### config.mk
export PLATFORM = sky130hd
export DESIGN_NAME = alu_exec
export DESIGN_NICKNAME = d
export VERILOG_FILES = /design/src/rtl/alu_exec.sv
export SDC_FILE = /design/constraint.sdc
export NUM_CORES = 1
export LEC_CHECK = 0
export ABC_AREA = 1
export CAP_MARGIN = 20
export CORE_ASPECT_RATIO = 2
export CORE_MARGIN = 1
export CORE_UTILIZATION = 45
export DETAILED_ROUTE_END_ITERATION = 6
export HOLD_SLACK_MARGIN = 0.12
export PLACE_DENSITY = 0.72
export SKIP_LAST_GASP = 1
export SLEW_MARGIN = 40
export SYNTH_ARGS = -nofsm -noshare
export SYNTH_HDL_FRONTEND = slang
export SYNTH_SLANG_ARGS = --single-unit
### constraint.sdc
create_clock -name clk -period 3.85 [get_ports clk]
set_input_delay 0.77 -clock clk [delete_from_list [all_inputs] [get_ports clk]]
set_output_delay 0.77 -clock clk [all_outputs]
set_load 0.005 [all_outputs]
### src/rtl/alu_exec.sv
// ----------------------------------------------------------------------------
// alu_exec -- ARM-style data-processing execute stage.
//
// Accepts one data-processing instruction per cycle, evaluates its condition
// field against the stage's own NZCV register, computes the ALU result and
// holds it in a single-entry output register until writeback takes it.
//
// Handshake (both sides): a transfer happens on a rising clk edge where
// valid && ready are both 1. The producer holds its payload stable while
// valid && !ready. in_ready is combinational:
//   in_ready = !rst && (!out_valid || out_ready)
// so a held entry drains and a new one is accepted on the same edge.
//
// Ports
//   clk          clock, all state changes on the rising edge
//   rst          synchronous active-high reset
//   in_valid     upstream offers an instruction
//   in_ready     stage can accept an instruction this cycle
//   opcode       ARM data-processing opcode (AND .. MVN)
//   s_bit        update flags when 1 (compare opcodes always update)
//   cond         ARM condition field
//   rn_val       first operand (Rn)
//   operand2     second operand from the barrel shifter
//   shift_carry  shifter carry-out, becomes C for logical opcodes
//   rd_addr      destination register index
//   out_valid    output register holds a valid entry
//   out_ready    writeback accepts the entry
//   result       registered ALU result (0 when the condition failed)
//   wb_en        result is to be written to wb_addr
//   wb_addr      registered rd_addr
//   flags        NZCV register, N in bit 3
// ----------------------------------------------------------------------------
module alu_exec #(
    parameter int n = 32
) (
    input  logic         clk,
    input  logic         rst,
    input  logic         in_valid,
    output logic         in_ready,
    input  logic [3:0]   opcode,
    input  logic         s_bit,
    input  logic [3:0]   cond,
    input  logic [n-1:0] rn_val,
    input  logic [n-1:0] operand2,
    input  logic         shift_carry,
    input  logic [3:0]   rd_addr,
    output logic         out_valid,
    input  logic         out_ready,
    output logic [n-1:0] result,
    output logic         wb_en,
    output logic [3:0]   wb_addr,
    output logic [3:0]   flags
);

    // Opcode encodings
    localparam logic [3:0] op_and = 4'h0;
    localparam logic [3:0] op_eor = 4'h1;
    localparam logic [3:0] op_sub = 4'h2;
    localparam logic [3:0] op_rsb = 4'h3;
    localparam logic [3:0] op_add = 4'h4;
    localparam logic [3:0] op_adc = 4'h5;
    localparam logic [3:0] op_sbc = 4'h6;
    localparam logic [3:0] op_rsc = 4'h7;
    localparam logic [3:0] op_tst = 4'h8;
    localparam logic [3:0] op_teq = 4'h9;
    localparam logic [3:0] op_cmp = 4'hA;
    localparam logic [3:0] op_cmn = 4'hB;
    localparam logic [3:0] op_orr = 4'hC;
    localparam logic [3:0] op_mov = 4'hD;
    localparam logic [3:0] op_bic = 4'hE;
    localparam logic [3:0] op_mvn = 4'hF;

    // Condition encodings
    localparam logic [3:0] cc_eq = 4'h0;
    localparam logic [3:0] cc_ne = 4'h1;
    localparam logic [3:0] cc_cs = 4'h2;
    localparam logic [3:0] cc_cc = 4'h3;
    localparam logic [3:0] cc_mi = 4'h4;
    localparam logic [3:0] cc_pl = 4'h5;
    localparam logic [3:0] cc_vs = 4'h6;
    localparam logic [3:0] cc_vc = 4'h7;
    localparam logic [3:0] cc_hi = 4'h8;
    localparam logic [3:0] cc_ls = 4'h9;
    localparam logic [3:0] cc_ge = 4'hA;
    localparam logic [3:0] cc_lt = 4'hB;
    localparam logic [3:0] cc_gt = 4'hC;
    localparam logic [3:0] cc_le = 4'hD;
    localparam logic [3:0] cc_al = 4'hE;

    // ------------------------------------------------------------------
    // Handshake
    // ------------------------------------------------------------------
    logic transfer;

    assign in_ready = !rst && (!out_valid || out_ready);
    assign transfer = in_valid && in_ready;

    // ------------------------------------------------------------------
    // Condition evaluation against the current flag register
    // ------------------------------------------------------------------
    logic flag_n;
    logic flag_z;
    logic flag_c;
    logic flag_v;
    logic cond_pass;

    assign flag_n = flags[3];
    assign flag_z = flags[2];
    assign flag_c = flags[1];
    assign flag_v = flags[0];

    always_comb begin
        cond_pass = 1'b0;
        case (cond)
            cc_eq:   cond_pass = flag_z;
            cc_ne:   cond_pass = !flag_z;
            cc_cs:   cond_pass = flag_c;
            cc_cc:   cond_pass = !flag_c;
            cc_mi:   cond_pass = flag_n;
            cc_pl:   cond_pass = !flag_n;
            cc_vs:   cond_pass = flag_v;
            cc_vc:   cond_pass = !flag_v;
            cc_hi:   cond_pass = flag_c && !flag_z;
            cc_ls:   cond_pass = !flag_c || flag_z;
            cc_ge:   cond_pass = (flag_n == flag_v);
            cc_lt:   cond_pass = (flag_n != flag_v);
            cc_gt:   cond_pass = !flag_z && (flag_n == flag_v);
            cc_le:   cond_pass = flag_z || (flag_n != flag_v);
            cc_al:   cond_pass = 1'b1;
            default: cond_pass = 1'b0;   // 0xF never executes
        endcase
    end

    // ------------------------------------------------------------------
    // Shared adder: every arithmetic opcode is add_a + add_b + add_cin.
    // Subtractions feed the inverted subtrahend, so the carry-out is the
    // ARM "not borrow" and V comes from the adder's actual inputs.
    // ------------------------------------------------------------------
    logic [n-1:0] add_a;
    logic [n-1:0] add_b;
    logic         add_cin;
    logic         is_arith;
    logic [n:0]   sum;

    always_comb begin
        add_a    = rn_val;
        add_b    = operand2;
        add_cin  = 1'b0;
        is_arith = 1'b1;
        case (opcode)
            op_sub, op_cmp: begin
                add_a   = rn_val;
                add_b   = ~operand2;
                add_cin = 1'b1;
            end
            op_rsb: begin
                add_a   = operand2;
                add_b   = ~rn_val;
                add_cin = 1'b1;
            end
            op_add, op_cmn: begin
                add_a   = rn_val;
                add_b   = operand2;
                add_cin = 1'b0;
            end
            op_adc: begin
                add_a   = rn_val;
                add_b   = operand2;
                add_cin = flag_c;
            end
            op_sbc: begin
                add_a   = rn_val;
                add_b   = ~operand2;
                add_cin = flag_c;
            end
            op_rsc: begin
                add_a   = operand2;
                add_b   = ~rn_val;
                add_cin = flag_c;
            end
            default: is_arith = 1'b0;
        endcase
    end

    assign sum = {1'b0, add_a} + {1'b0, add_b} + {{n{1'b0}}, add_cin};

    // ------------------------------------------------------------------
    // Logical unit
    // ------------------------------------------------------------------
    logic [n-1:0] logic_res;

    always_comb begin
        logic_res = '0;
        case (opcode)
            op_and, op_tst: logic_res = rn_val & operand2;
            op_eor, op_teq: logic_res = rn_val ^ operand2;
            op_orr:         logic_res = rn_val | operand2;
            op_mov:         logic_res = operand2;
            op_bic:         logic_res = rn_val & ~operand2;
            op_mvn:         logic_res = ~operand2;
            default:        logic_res = '0;
        endcase
    end

    // ------------------------------------------------------------------
    // Result and next flags
    // ------------------------------------------------------------------
    logic [n-1:0] alu_res;
    logic         res_c;
    logic         res_v;
    logic [3:0]   next_flags;
    logic         is_compare;
    logic         update_flags;

    assign alu_res = is_arith ? sum[n-1:0] : logic_res;

    // Logical opcodes take C from the shifter and keep the old V.
    assign res_c = is_arith ? sum[n] : shift_carry;
    assign res_v = is_arith ? ((add_a[n-1] == add_b[n-1]) && (sum[n-1] != add_a[n-1]))
                            : flag_v;

    assign next_flags = {alu_res[n-1], (alu_res == '0), res_c, res_v};

    // TST/TEQ/CMP/CMN (8..B) always set flags and never write back.
    assign is_compare   = (opcode[3:2] == 2'b10);
    assign update_flags = cond_pass && (s_bit || is_compare);

    // ------------------------------------------------------------------
    // Output register and flag register
    // ------------------------------------------------------------------
    always_ff @(posedge clk) begin
        if (rst) begin
            out_valid <= 1'b0;
            result    <= '0;
            wb_en     <= 1'b0;
            wb_addr   <= 4'd0;
            flags     <= 4'b0000;
        end else begin
            if (transfer) begin
                // A failed condition still occupies the slot, as a no-op.
                out_valid <= 1'b1;
                result    <= cond_pass ? alu_res : '0;
                wb_en     <= cond_pass && !is_compare;
                wb_addr   <= rd_addr;
                if (update_flags) begin
                    flags <= next_flags;
                end
            end else if (out_valid && out_ready) begin
                out_valid <= 1'b0;
            end
        end
    end

endmodule

**After elaboration in Yosys (flattened, before gate mapping)**

Index checks and enable logic that the tools add are counted.

- Multiplexer cells: 11
- Bitwise operators: 6
- Add/sub/neg operators: 2
- Eq/ne operators: 34
- Reduce and logical (&&, ||, !) cells: 32

Operators with widths:

| cell | count |
|---|---|
| one-hot mux 32 bit (6 select lines) | 1 |
| two-way mux 32 bit | 3 |
| bitwise AND 32 bit | 2 |
| NOT 32 bit | 2 |
| one-hot mux 32 bit (2 select lines) | 1 |
| == test 4 bit, second input constant | 15 |
| adder 32 x 32 -> 33 bit | 1 |
| adder 33 x 1 -> 33 bit | 1 |
| == test 4 x 3 -> 1 bit, second input constant | 8 |
| logical NOT 32 bit | 1 |
| OR 32 bit | 1 |
| bitwise XOR 32 bit | 1 |
| == test 4 x 2 -> 1 bit, second input constant | 4 |
| one-hot mux 1 bit (15 select lines) | 1 |
| OR reduction 3 bit | 3 |
| == test 4 x 1 -> 1 bit, second input constant | 2 |
| logical AND 1 bit | 8 |
| logical NOT 4 bit | 2 |
| OR reduction 8 bit | 1 |
| logical NOT 1 bit | 7 |
| OR reduction 2 bit | 3 |
| logical OR 1 bit | 4 |
| two-way mux 1 bit | 4 |
| AND reduction 3 bit | 1 |
| other kinds (6) | 8 |

- Output and inout bits: 43
- Flip-flop bits (word level): 42
- Logic and storage cells: 91
- Input port bits: 82

**Longest topological paths before layout**

Gate-level depths: netlist of the first run.

- Depth after elaboration: 7
- Depth in mapped cells: 27
- Gate-level depth less buffers: 26

**Least setup slack after synthesis of the first run**

No wires, ideal clock.

- Path kind: input to register
- Start point: input opcode[1]
- End point: register flags[2]
- Data required time: 3.780 ns
- Arrival: 3.750 ns
- Path slack: 0.030 ns
- Setup time: 0.070 ns
- Cell stages on the path: 25
- Buffers on the path: 1
- Cells stage by stage: clkbuf_2 > nand2_1 > nor2_1 > clkinv_1 > o221ai_1 > fa_1 > inv_1 > fa_1 > inv_1 > nand3_1 > nand2_1 > nand2_1 > nand2_1 > nand2_1 > nand2_1 > nand2_1 > nand3_1 > nand2_1 > inv_1 > nand2_1 > nor2_1 > nand2_1 > nor2_1 > nand3_1 > a21oi_1

- Longest elaborated chain between the ends: 7
- Elaborated cells on any way between the ends: 32
- Those cells by class: 2 x add/sub; 15 x eq/ne; 6 x mux; 9 x reduce/logical

Ends and longest elaborated chain:

| element | line | source |
|---|---|---|
| start: declaration | 40 | `input logic [3:0] opcode,` |
| == test 4 x 3 -> 1 bit, or another cell as far along | 150 | `case (opcode)` |
| OR reduction 3 bit (no line) / OR reduction 2 bit (equally long branches) | n/a |  |
| one-hot mux 32 bit (2 select lines) / two-way mux 32 bit (equally long branches) | 150 |  |
| adder 32 x 32 -> 33 bit | 185 | `assign sum = {1'b0, add_a} + {1'b0, add_b} + {{n{1'b0}}, add_cin};` |
| adder 33 x 1 -> 33 bit | 185 |  |
| two-way mux 32 bit (*) | 215 | `assign alu_res = is_arith ? sum[n-1:0] : logic_res;` |
| logical NOT 32 bit (*) | 222 | `assign next_flags = {alu_res[n-1], (alu_res == '0), res_c, res_v};` |
| end signal: assignment | 246 | `flags <= next_flags;` |
| end: declaration | 52 | `output logic [3:0] flags` |

Mark *: on every way between the ends. The rest lies on a longest branch, timed or not.
A chain may end at the register's enable or synchronous reset.

**Worst setup path in the final report of the first run**

- Start point: input opcode[0]
- End point: register flags[2]

Same word-level chain as after synthesis.

==> results_dict.tcl, run 1 <==
set metrics [dict create \
    worst-path-buf-inv 6 \
    slowest_stage "ha_1" \
    hold_path.class "reg -> reg" \
    ys_top_cells_by_area "nand2_1 (27%), inv_1 (12%), dfxtp_1 (11%)" \
    track_usage_pct 39.9 \
    yosysWarnings 0 \
    numClockSinks 42 \
    grt_pass1_vias 10400 \
    area_growth_pct 43.5 \
    fp.dieH_um 182 \
    start_util_pct 46.2 \
    fp.dieW_um 92.2 \
    globalRoute.totalOverflow 0 \
    grt_max_degree 39 \
    vias 10300 \
    htreeDepth 2 \
    setup.worst_path.start_class "input pin" \
    firstDrtPassIters 5 \
    antenna_found_initial 0 \
    cts_tree "built" \
    finalWeightedCongestion 1.00 \
    core-area_sq_um 15900 \
    yosysSeqAreaShare_pct 11.5 \
    cts_buffer_depth 2 \
    viasPerCell 5.46 \
    yosysTopAreaCell "nand2_1" \
    cap_violations 0 \
    drtIter0Drc 505 \
    yosysMostFrequentCell "nand2_1" \
    clock.fmax_ghz 0.284 \
    period_share_pct 91.5 \
    async_flop_share_pct 0 \
    numCtsBuffers 5 \
    synth-edff-count 0 \
    avgSynthCellArea_sq_um 5.20 \
    crit_type "in -> reg" \
    irDropWorstVdd_mv 0.276 \
    wl_um 33200 \
    cp.arrival_ns 3.73 \
    clkTransAtPathRegs_ns 0.06 \
    setup_viol 0 \
    ys_dominant_reg_cell "dfxtp_1" \
    rsz0062_at_grt "no" \
    p_int_mw 1.47 \
    synth_seq_cells 42 \
    cts_root_buf "clkbuf_16" \
    clock_latency_ns 0.28 \
    syn_nets 1556 \
    synth_top_area_share_pct 26.9 \
    finalCriticalPeriod_ns 3.52 \
    synth.distinct_cells 36 \
    pin_count 125 \
    num_rows 65 \
    synth_common_cells "nand2_1 (525), inv_1 (234), nor2_1 (118)" \
    slowest_delay_ns 0.38 \
    worst_path_most_repeated_cell "nand2_1" \
    syn-cell-area_sq_um 7330 \
    dieArea_sq_um 16800 \
    antennaDiodeCount 0 \
    p_comb_share_pct 66.2 \
    swShare_pct 44.0 \
    routedWlPerCell_um 17.6 \
    dp_hpwl_um 26600 \
    drc 0 \
    endpoint_kind "register" \
    switchingPower_mw 1.16 \
    finalHoldViolCount 0 \
    total_power_mw 2.63 \
    status "finished clean" \
    worst_pin_slew_ns 0.732 \
    power.density_nw_per_um2 250 \
    final_area_sq_um 10500 \
    critPathRequiredTime_ns 4.06 \
    postPlaceCellArea_sq_um 10000 \
    static-leakage-power_nw 5.46 \
    crit_family "simple AND/OR/NAND/NOR gates" \
    nets 1833 \
    drive_gt1_share_pct 15.1 \
    slew_violations 0 \
    fin_skew_ns 0.00304 \
    cts_hold_buf 0 \
    p_clk_share_pct 16.0 \
    crit_fanout 10 \
    syn_inst 1409 \
    p_seq_share_pct 17.7 \
    io_buffers 124 \
    detail-route-antenna-nets 0 \
    slew-limit-headroom_pct 51.2 \
    grt_pass1_wl_um 51500 \
]
through the flow:
step | hold WS [ns] | setup slack [ns] | std cells | utilization (%) | setup TNS, ns
after CTS | 0.465 | 0.00120 | 1886 | 65.3 | 0
after detailed placement | 0.458 | -0.545 | 1872 | 63.3 | -9.07
after global routing | 0.486 | 0.0259 | 1888 | 66.3 | 0
after floorplan | 0.462 | 0.0296 | 1409 | - | 0
after global placement | 0.452 | -0.540 | 1872 | 63.3 | -8.84
final | 0.461 | 0.329 | 1888 | 66.3 | 0
layer usage:
layer  routed length (um)  vias to the layer above  global-route usage, %  part of all wire, %
li1                     -                     5076                      -                    -
met1                10400                     4590                   34.1                   31
met2                16700                      436                   72.6                   50
met3                 1900                      213                   7.46                  5.7
met4                 4220                        0                   42.6                   13
met5                    0                        -                      0                    0
repair_timing:
action,in CTS,in global routing
setup endpoints to repair,20,22
buffers inserted,6,1
gates resized for setup,35,43
pin swaps,11,9
cloned,0,1
cells in the final DEF, fill, tap and decap left out, types with 3 or more instances in the layout:
cell	instances
a211oi_1	4
a21oi_1	89
a21oi_2	3
buf_12	4
buf_4	179
buf_6	5
clkbuf_16	6
clkbuf_2	3
clkdlybuf4s50_1	119
dfxtp_1	42
ha_1	56
ha_2	6
inv_1	232
inv_2	3
nand2_1	518
nand2_2	7
nand3_1	82
nand3b_1	6
nand4_1	17
nor2_1	107
nor2_2	8
nor2_4	5
nor3_1	14
o2111ai_1	3
o211ai_1	9
o21ai_0	82
o21ai_1	5
o221ai_1	24
o221ai_2	7
or2_2	3
xor2_1	9
cell families after synthesis:
| kind of cell | share of synthesized area (%) |
|---|---|
| compound gates | 19.1 |
| fa+ha+maj | 11.3 |
| xor+xnor | 1.08 |
| buf+inv | 14.7 |
| flops | 11.5 |
| simple gates | 42.4 |
worst reg2reg max path: cells and delay by family, from the launching register on:
kind | cells | cell delay (ns)
buffers and inverters | 5 | 0.59
flip-flops | 1 | 0.35
AO/OA/AOI/OAI | 2 | 0.47
AND/OR/NAND/NOR | 13 | 1.05
adder cells (fa/ha/maj) | 2 | 0.66
power groups by stage:
stage	sequential, mW	clock, mW	combinational [mW]
finish	0.466	0.422	1.74
global route	0.469	0.452	1.91
CTS	0.466	0.428	1.67
detailed placement	0.476	0	1.63
global placement	0.475	0	1.62
floorplan	0.477	0	0.828
path summary, 6_finish.rpt:
path / start / endpoint / slack [ns] / cells past startpoint
setup / recovery: opcode[0] / flags[2] / 0.33 / 25
setup reg to reg: flags[1] / flags[2] / 0.69 / 22
hold reg to reg: wb_addr[0] / wb_addr[0] / 0.46 / 2
hold / removal: wb_addr[0] / wb_addr[0] / 0.46 / 2
cell type report:
class	count	area (sq um)
tap	201	251
clock inverter	2	12.5
inverter	237	897
multi-input combinational	1086	5630
sequential	42	841
clock buffer	6	139
timing repair buffer	314	2750
fill	1574	5340
state kept, by name, summed over array words and instances (netlist names):
signal / count
result: 32
wb_addr: 4
wb_en: 1
out_valid: 1
flags: 4
(Power assumes the default switching activity.)
==> inputs of run 2 (changes only) <==
- GPL_TIMING_DRIVEN: default -> 1
- PLACE_DENSITY: 0.72 -> 0.7
- clock period: 3.85 -> 4.3 ns (I/O delays scaled with it)
==> results_dict.tcl, run 2 (synthesized netlist as in run 1, its figures left out) <==
set metrics [dict create \
    fp.dieH_um 182 \
    cp.arrival_ns 4.30 \
    r2r_start "flags[1]" \
    top_regs "result x32, flags x4, wb_addr x4" \
    drc 0 \
    finalCriticalPeriod_ns 4.09 \
    htreeDepth 2 \
    crit_type "in -> reg" \
    num_rows 65 \
    clkTransAtPathRegs_ns 0.06 \
    routedWlPerCell_um 16.5 \
    cts_buffer_depth 2 \
    globalRoute.totalOverflow 0 \
    core-area_sq_um 15900 \
    area_growth_pct 37.7 \
    cts_tree "built" \
    holdWs_ns 0.463 \
    grt_max_degree 39 \
    dp_hpwl_um 25300 \
    wl_um 30600 \
    hp-start "result[23]" \
    ff2ff_path_depth 22 \
    worst_pin_slew_ns 0.699 \
    largest_register_ffs 32 \
    numClockSinks 42 \
    firstDrtPassIters 6 \
    rr_endpoint "flags[2]" \
    pin_count 125 \
    hold_path.class "reg -> reg" \
    drive_gt1_share_pct 12.2 \
    static-leakage-power_nw 5.27 \
    fin_util_pct 63.6 \
    grt_pass1_wl_um 47200 \
    grt_pass1_vias 9765 \
    setup_viol 0 \
    start_util_pct 46.2 \
    finalWeightedCongestion 1.02 \
    endpoint_kind "register" \
    finalHoldViolCount 0 \
    layout_common_cells "nand2_1 (521), inv_1 (231), buf_4 (158)" \
    antenna_found_initial 0 \
    clock.fmax_ghz 0.244 \
    track_usage_pct 36.4 \
    startpoint "opcode[1]" \
    total_power_mw 2.27 \
    largest-register "result" \
    viasPerCell 5.35 \
    drtIter0Drc 584 \
    irDropWorstVdd_mv 0.213 \
    clock_latency_ns 0.28 \
    power.density_nw_per_um2 225 \
    detail-route-antenna-nets 0 \
    cap_violations 0 \
    slew_violations 0 \
    status "finished clean" \
    layout_commonest_cell "nand2_1" \
    nets 1804 \
    critPathRequiredTime_ns 4.51 \
    io_buffers 124 \
    antennaDiodeCount 0 \
    cts_root_buf "clkbuf_16" \
    setup.worst_path.start_class "input pin" \
    crit_fanout 11 \
    fp.dieW_um 92.2 \
    rrSetupSlack_ns 1.02 \
    fin_skew_ns 0.00465 \
    hold_end "result[23]" \
    slew-limit-headroom_pct 53.3 \
    period_share_pct 95.2 \
    vias 9937 \
    numCtsBuffers 5 \
    dieArea_sq_um 16800 \
    holdPathStages 2 \
]
[run 2: final cells by class]
type                    instances  area (sq um)
clock buffers                   7           143
clock inverters                 1          5.00
fillers                      1668          5770
inverters                     237           890
multi-input cells            1086          5500
flip-flops and latches         42           841
well taps                     201           251
repair buffers                285          2460
[run 2: worst max path at each step]
stage | slack, ns | end | depth (start not counted)
after floorplan | 0.39 | flags[2] | 25
after global placement | -0.09 | flags[2] | 23
after detailed placement | -0.15 | flags[2] | 25
after CTS | 0.13 | flags[2] | 25
after global routing | -0.02 | flags[2] | 23
final | 0.21 | flags[2] | 25
[run 2: what timing repair did]
item,CTS,global route
endpoints found under the setup margin,0,2
gates resized for setup,0,27
setup buffers,0,6
hold buffers,0,0
[run 2: power by group]
part,internal [mW],switching [mW],leakage (nW)
logic,0.647,0.832,4.85
clock network,0.230,0.145,0.0739
registers,0.407,0.0108,0.341
total,1.28,0.988,5.27
[run 2: stage by stage]
| step | instances | area, sq um | TNS [ns] | setup WS (ns) |
|---|---|---|---|---|
| final | 1859 | 10100 | 0 | 0.208 |
| after floorplan | 1409 | 7330 | 0 | 0.390 |
| after global placement | 1845 | 9810 | -0.0883 | -0.0883 |
| after global routing | 1859 | 10100 | -0.0159 | -0.0159 |
| after CTS | 1853 | 9960 | 0 | 0.127 |
| after detailed placement | 1845 | 9810 | -0.240 | -0.153 |
[run 2: per-layer routing]
| layer | vias to the layer above | global-route usage, % | wire length [um] |
|---|---|---|---|
| met3 | 154 | 2.50 | 1100 |
| li1 | 5010 | - | - |
| met4 | 0 | 38.4 | 3910 |
| met2 | 361 | 69.0 | 15800 |
| met5 | - | 0 | 0 |
| met1 | 4412 | 31.6 | 9790 |
[run 2: worst max-delay path, stage by stage]
cell	delay [ns]
clkdlybuf4s50_1	0.53
nand2_1	0.13
nor2_2	0.16
nor2_2	0.05
inv_1	0.08
buf_4	0.20
buf_4	0.15
o221ai_1	0.11
ha_1	0.39
nand2_1	0.10
inv_1	0.09
nand2_1	0.07
nor3_1	0.31
nand2_1	0.15
nand2_1	0.12
nand3_1	0.10
nand2_1	0.08
nand2_1	0.05
nand3_1	0.06
nand2_1	0.09
inv_1	0.07
nand2_1	0.06
nor2_1	0.10
nand3_1	0.08
a21oi_1	0.12
